## src/rtl/alu_pkg.sv

```systemverilog
// Shared ALU definitions: op codes, default datapath width and the multiply-sequencer state encoding.
package alu_pkg;

    localparam int unsigned ALU_WIDTH = 32;

    localparam logic [2:0] ALU_OP_AND = 3'b000;
    localparam logic [2:0] ALU_OP_OR  = 3'b001;
    localparam logic [2:0] ALU_OP_ADD = 3'b010;
    localparam logic [2:0] ALU_OP_SUB = 3'b110;
    localparam logic [2:0] ALU_OP_XOR = 3'b111;

    typedef enum logic [1:0] {
        ST_IDLE = 2'd0,
        ST_RUN  = 2'd1,
        ST_DONE = 2'd2
    } state_e;

endpackage

```

## src/rtl/mul_carry_calc.sv

```systemverilog
// Recovers carry-out and signed overflow of the shared ALU from operand/result sign bits,
// since the ALU itself exposes no flags. Subtract is treated as a + ~b + 1.
module mul_carry_calc
    import alu_pkg::*;
#(
    parameter logic [2:0] OP_SUB = ALU_OP_SUB
) (
    input  logic       a_msb,
    input  logic       b_msb,
    input  logic       r_msb,
    input  logic [2:0] op,
    output logic       cout_c,
    output logic       ovf_c
);

    logic b_eff;

    always_comb begin
        b_eff  = (op == OP_SUB) ? ~b_msb : b_msb;
        cout_c = (a_msb & b_eff) | ((a_msb | b_eff) & ~r_msb);
        ovf_c  = (a_msb == b_eff) & (r_msb != a_msb);
    end

endmodule

```

## src/rtl/alu_mul_sequencer.sv

```systemverilog
// Shift-add multiplier controller that borrows an external ALU for one add per clock.
// Optional signed mode (two's complement, final-iteration subtract) under `SIGNED_MUL_EN.
module alu_mul_sequencer
    import alu_pkg::*;
#(
    parameter int unsigned WIDTH   = ALU_WIDTH,
    parameter logic [2:0]  OP_ADD  = ALU_OP_ADD,
    parameter logic [2:0]  OP_SUB  = ALU_OP_SUB,
    parameter logic [2:0]  OP_IDLE = ALU_OP_AND
) (
    input  logic             clk,
    input  logic             rst,
    input  logic             start,
    input  logic [WIDTH-1:0] mcand,
    input  logic [WIDTH-1:0] mplier,
`ifdef SIGNED_MUL_EN
    input  logic             is_signed,
`endif
    output logic             busy,
    output logic             done,
    output logic [WIDTH-1:0] product_hi,
    output logic [WIDTH-1:0] product_lo,
    output logic [WIDTH-1:0] alu_a,
    output logic [WIDTH-1:0] alu_b,
    output logic [2:0]       alu_op,
    input  logic [WIDTH-1:0] alu_result
);

    localparam int unsigned CW = $clog2(WIDTH);
    localparam logic [CW-1:0] LAST = CW'(WIDTH - 1);

    localparam logic [1:0] IDLE = 2'(ST_IDLE);
    localparam logic [1:0] RUN  = 2'(ST_RUN);
    localparam logic [1:0] DONE = 2'(ST_DONE);

    logic [1:0]       state_q, state_d;
    logic [CW-1:0]    count_q, count_d;
    logic [WIDTH-1:0] acc_hi_q, acc_hi_d;
    logic [WIDTH-1:0] acc_lo_q, acc_lo_d;
    logic [WIDTH-1:0] mcand_q, mcand_d;

    logic             busy_d, done_d;
    logic [WIDTH-1:0] product_hi_d, product_lo_d;
    logic [WIDTH-1:0] alu_a_d, alu_b_d;
    logic [2:0]       alu_op_d;

    logic accept;
    logic cout, ovf, shift_in;
    logic signed_q, signed_d;

    assign accept = start && (state_q != RUN);

`ifdef SIGNED_MUL_EN
    assign signed_d = accept ? is_signed : signed_q;

    always_ff @(posedge clk) begin
        if (rst) signed_q <= 1'b0;
        else     signed_q <= signed_d;
    end
`else
    assign signed_q = 1'b0;
    assign signed_d = 1'b0;
`endif

    mul_carry_calc #(
        .OP_SUB (OP_SUB)
    ) u_carry (
        .a_msb  (alu_a[WIDTH-1]),
        .b_msb  (alu_b[WIDTH-1]),
        .r_msb  (alu_result[WIDTH-1]),
        .op     (alu_op),
        .cout_c (cout),
        .ovf_c  (ovf)
    );

    // Unsigned: shift in the carry. Signed: shift in the true sign of the sum.
    assign shift_in = signed_q ? (alu_result[WIDTH-1] ^ ovf) : cout;

    always_ff @(posedge clk) begin
        if (rst) begin
            state_q    <= IDLE;
            count_q    <= '0;
            acc_hi_q   <= '0;
            acc_lo_q   <= '0;
            mcand_q    <= '0;
            busy       <= 1'b0;
            done       <= 1'b0;
            product_hi <= '0;
            product_lo <= '0;
            alu_a      <= '0;
            alu_b      <= '0;
            alu_op     <= OP_IDLE;
        end else begin
            state_q    <= state_d;
            count_q    <= count_d;
            acc_hi_q   <= acc_hi_d;
            acc_lo_q   <= acc_lo_d;
            mcand_q    <= mcand_d;
            busy       <= busy_d;
            done       <= done_d;
            product_hi <= product_hi_d;
            product_lo <= product_lo_d;
            alu_a      <= alu_a_d;
            alu_b      <= alu_b_d;
            alu_op     <= alu_op_d;
        end
    end

    // ALU drive registers are preloaded with the next iteration's operands so they line
    // up with the accumulator in the cycle the ALU result is consumed.
    always_comb begin
        state_d      = state_q;
        count_d      = count_q;
        acc_hi_d     = acc_hi_q;
        acc_lo_d     = acc_lo_q;
        mcand_d      = mcand_q;
        product_hi_d = product_hi;
        product_lo_d = product_lo;
        alu_a_d      = '0;
        alu_b_d      = '0;
        alu_op_d     = OP_IDLE;

        case (state_q)
            IDLE, DONE: begin
                if (accept) begin
                    state_d  = RUN;
                    count_d  = '0;
                    acc_hi_d = '0;
                    acc_lo_d = mplier;
                    mcand_d  = mcand;
                end else begin
                    state_d = IDLE;
                end
            end
            RUN: begin
                acc_hi_d = {shift_in, alu_result[WIDTH-1:1]};
                acc_lo_d = {alu_result[0], acc_lo_q[WIDTH-1:1]};
                count_d  = count_q + CW'(1);
                if (count_q == LAST) state_d = DONE;
            end
            default: state_d = IDLE;
        endcase

        busy_d = (state_d == RUN);
        done_d = (state_d == DONE);

        if (state_d == DONE) begin
            product_hi_d = acc_hi_d;
            product_lo_d = acc_lo_d;
        end

        if (state_d == RUN) begin
            alu_a_d  = acc_hi_d;
            alu_b_d  = acc_lo_d[0] ? mcand_d : '0;
            alu_op_d = (signed_d && (count_d == LAST) && acc_lo_d[0]) ? OP_SUB : OP_ADD;
        end
    end

endmodule

```

## config.mk

```make
export PLATFORM = sky130hd
export DESIGN_NAME = alu_mul_sequencer
export DESIGN_NICKNAME = d
export VERILOG_FILES = /design/src/rtl/alu_pkg.sv /design/src/rtl/mul_carry_calc.sv /design/src/rtl/alu_mul_sequencer.sv
export SDC_FILE = /design/constraint.sdc
export NUM_CORES = 1
export LEC_CHECK = 0
export ABC_AREA = 1
export BUFFER_PORTS_ARGS = -buffer_cell sky130_fd_sc_hd__buf_4
export CORE_MARGIN = 2
export CORE_UTILIZATION = 37
export CTS_CLUSTER_DIAMETER = 80
export DETAILED_ROUTE_END_ITERATION = 12
export SLEW_MARGIN = 10
export SYNTH_ARGS = -nofsm -noshare
export SYNTH_HDL_FRONTEND = slang
export SYNTH_SLANG_ARGS = --single-unit
```

## constraint.sdc

```tcl
create_clock -name clk -period 2.13 [get_ports clk]
set_clock_uncertainty 0.1 [all_clocks]
set_input_delay 0.426 -clock clk [delete_from_list [all_inputs] [get_ports clk]]
set_output_delay 0.426 -clock clk [all_outputs]
set_load 0.02 [all_outputs]
```

==> Flow_metrics.wiki <==
{| class="wikitable"
! Metric !! Value
|-
| Largest fanout on the critical path || 26
|-
| Via density per instance || 4.546
|-
| Summed negative setup slack over all endpoints || 0 ps
|-
| Site row count || 56
|-
| Inserted Clock Buffers || 25
|-
| Leakage component of the power || 5.436 nW
|-
| Number of standard cells after synthesis || 1161
|-
| Number of DRC violations after detailed-routing iteration 0 || 381
|-
| Height of the die || 158.0 um
|-
| Routability-driven placement congestion ratio || 0.7963
|-
| Top-level port count || 232
|-
| Residual DRC count || 0
|-
| Critical setup path kind || flop to flop
|-
| Post-route fraction of the period consumed by the critical path || 90.80%
|-
| Die outline area || 0.02495 sq mm
|-
| Number of max-cap violations || 0
|-
| Most area-consuming cells after synthesis || dfxtp_1, nand3_1, inv_1
|-
| Area growth from synthesis to layout || 31.20%
|-
| Fraction of the yosys area taken by sequential cells || 53.19%
|-
| IO buf count || 229
|-
| Largest net degree at the start of global routing || 60
|-
| Number of warning messages in the yosys log || 0
|-
| Share of post-route cells with drive strength above 1 || 21.27%
|-
| Most common library cells after synthesis || dfxtp_1, inv_1, nand3_1, nand2_1, a21oi_1
|-
| Hold-fix buffers at CTS || 0
|-
| Share of synthesized flip-flops with an asynchronous set or reset || 0%
|-
| Fraction of the core area covered by cells at the end of the flow || 49.17%
|-
| Arrival time at the worst endpoint || 2240 ps
|-
| Source-to-sink clock delay at the later pin of the worst-skew pair || 510 ps
|-
| Peak VDD IR || 0.5664 mV
|-
| TritonCTS clock tree || yes
|-
| Die Span X || 158.0 um
|-
| Remaining antenna violation count after routing || 0
|-
| Final hold viol count || 0
|-
| Result of the run || finished, final reports clean
|-
| Slew at the pin with the worst max-slew slack || 547.6 ps
|-
| Buffers from clock root to sink, at most || 3
|-
| Flip-flop and latch count after synthesis || 233
|-
| Startpoint types || flop
|-
| Final routed wire length divided by cell count || 13.49 um
|-
| Finish-stage setup viols || 0
|-
| Post-synthesis cell type with the largest combined area || dfxtp_1
|-
| Number of vias in the routed layout || 7691
|-
| Wire length of the first global-routing pass || 34870 um
|-
| Initial antenna violation count || 0
|-
| Core Region || 0.02340 sq mm
|-
| Detailed-routing iteration count for the pre-antenna-repair pass || 4
|-
| Category of the worst setup path capture point || flop
|-
| Flip-flop and latch area || 0.004664 sq mm
|-
| Cell Pwr Density || 831.1 mW/mm^2
|-
| Nets@finish || 1458
|-
| Via count of the first global-routing pass || 6896
|-
| Starting density of the core || 37.47%
|-
| Post-synth cell types || 21
|-
| Area share of the largest cell type after synthesis || 53.19%
|-
| Post-DP HPWL || 14770 um
|-
| Clk pin slew, worst setup/hold paths || 60 ps
|-
| Mapped Avg Cell Area || 7.554 sq um
|-
| Total congestion overflow after global routing || 0
|-
| Clock root cell || clkbuf_16
|-
| Number of clock sinks || 233
|-
| Fmax || 517.1 MHz
|-
| Class of the tightest hold or removal check || input port to flop
|-
| Min Tclk post-route || 1934 ps
|-
| Relative max-transition margin || 63.49%
|-
| # diodes || 0
|-
| Most used flip-flop cell after synthesis || dfxtp_1
|-
| Count of flip-flops with a built-in enable after synthesis || 0
|-
| Total detailed-routing wirelength || 22820 um
|-
| Total GRT Usage || 17.25%
|-
| Number of inserted filler cells in the final layout || 2368
|-
| Critical path required time || 2440 ps
|-
| Post-synth design cell area || 0.008770 sq mm
|-
| CTS H-Tree Depth || 1
|-
| Area of combinational cells with multiple inputs || 0.002927 sq mm
|-
| RSZ-0062 raised after global routing || false
|-
| Most frequent cell after synthesis || dfxtp_1
|-
| Final number of max-transition violations || 0
|}
layout by cell type, fill, tap and decap left out, drive strengths merged:
cell and count:
a21oi 134, buf 247, bufinv 1, clkbuf 39, clkinv 3, conb 2, dfxtp 233, ha 2
inv 204, nand2 176, nand3 194, nor2 104, o21ai 34
cell type report:
type	count	area share [%]
Sequential cell	233	40.54
Multi-Input combinational cell	646	25.44
Timing Repair Buffer	248	17.13
Inverter	203	6.666
Clock buffer	38	6.296
Tap cell	319	3.469
Clock inverter	5	0.4676
kinds of logic (layout without fill, tap and decap cells):
family	after synthesis	in the layout	share of synthesized area [%]
AOI/OAI and AO/OA	168	168	9.630
adders and majority gates	2	2	0.2853
buffers and inverters	283	494	13.51
DFF	233	233	53.19
other	1	2	0.04276
and+or+nand+nor	474	474	23.34
per-stage QoR:
step | instances | hold slack, ps | worst slack [ps] | power, W | instance area (sq um)
CTS | 1691 | 77.12 | 136.1 | 0.009698 | 11480
detailed placement | 1648 | 368.6 | 159.5 | 0.005530 | 10700
global route | 1692 | 94.83 | 32.66 | 0.01000 | 11510
finish | 1692 | 91.97 | 196.0 | 0.009562 | 11510
global placement | 1648 | 355.9 | 193.2 | 0.005522 | 10700
floorplan | 1162 | 343.5 | 447.2 | 0.005194 | 8773
flip-flops by register name, summed over array words and instances (netlist names):
name        count
acc_hi_q       32
acc_lo_q       32
alu_a          32
alu_b          32
alu_op          1
count_q         5
done            1
mcand_q        32
product_hi     32
product_lo     32
state_q         2
critical path: stages, from the launching register on:
cell and delay (ps):
dfxtp_1 370, ha_1 170, nand2_1 70, nor2_1 120, ha_2 240, inv_1 80, nor2_4 200, clkbuf_16 250
nand3_1 100, nand2_1 60, inv_1 30
repair_timing:
item | CTS | global route
buffers inserted | 0 | 0
resized for setup | 0 | 1
endpoints found under the setup margin | 0 | 17
power breakdown:
part	internal, W	switching [W]
Clock	0.00245	0.00168
Combinational	0.000332	0.000524
Sequential	0.00452	0.0000549
Total	0.00730	0.00226
worst paths after layout:
path	startpoint	end	slack (ps)	depth (start not counted)
max reg2reg	count_q[0]	product_lo[13]	200	10
min reg2reg	count_q[4]	count_q[4]	370	2
max	count_q[0]	product_lo[13]	200	10
min	alu_result[29]	alu_a[28]	90	3
layer usage:
metal | vias to the layer above | track usage, % | share of wire [%]
li1 | 4009 | - | -
met1 | 3465 | 22.40 | 45
met2 | 189 | 29.81 | 47
met3 | 28 | 3.312 | 6.1
met4 | 0 | 3.689 | 1.8
met5 | - | 0 | 0
(Power assumes the default switching activity.)
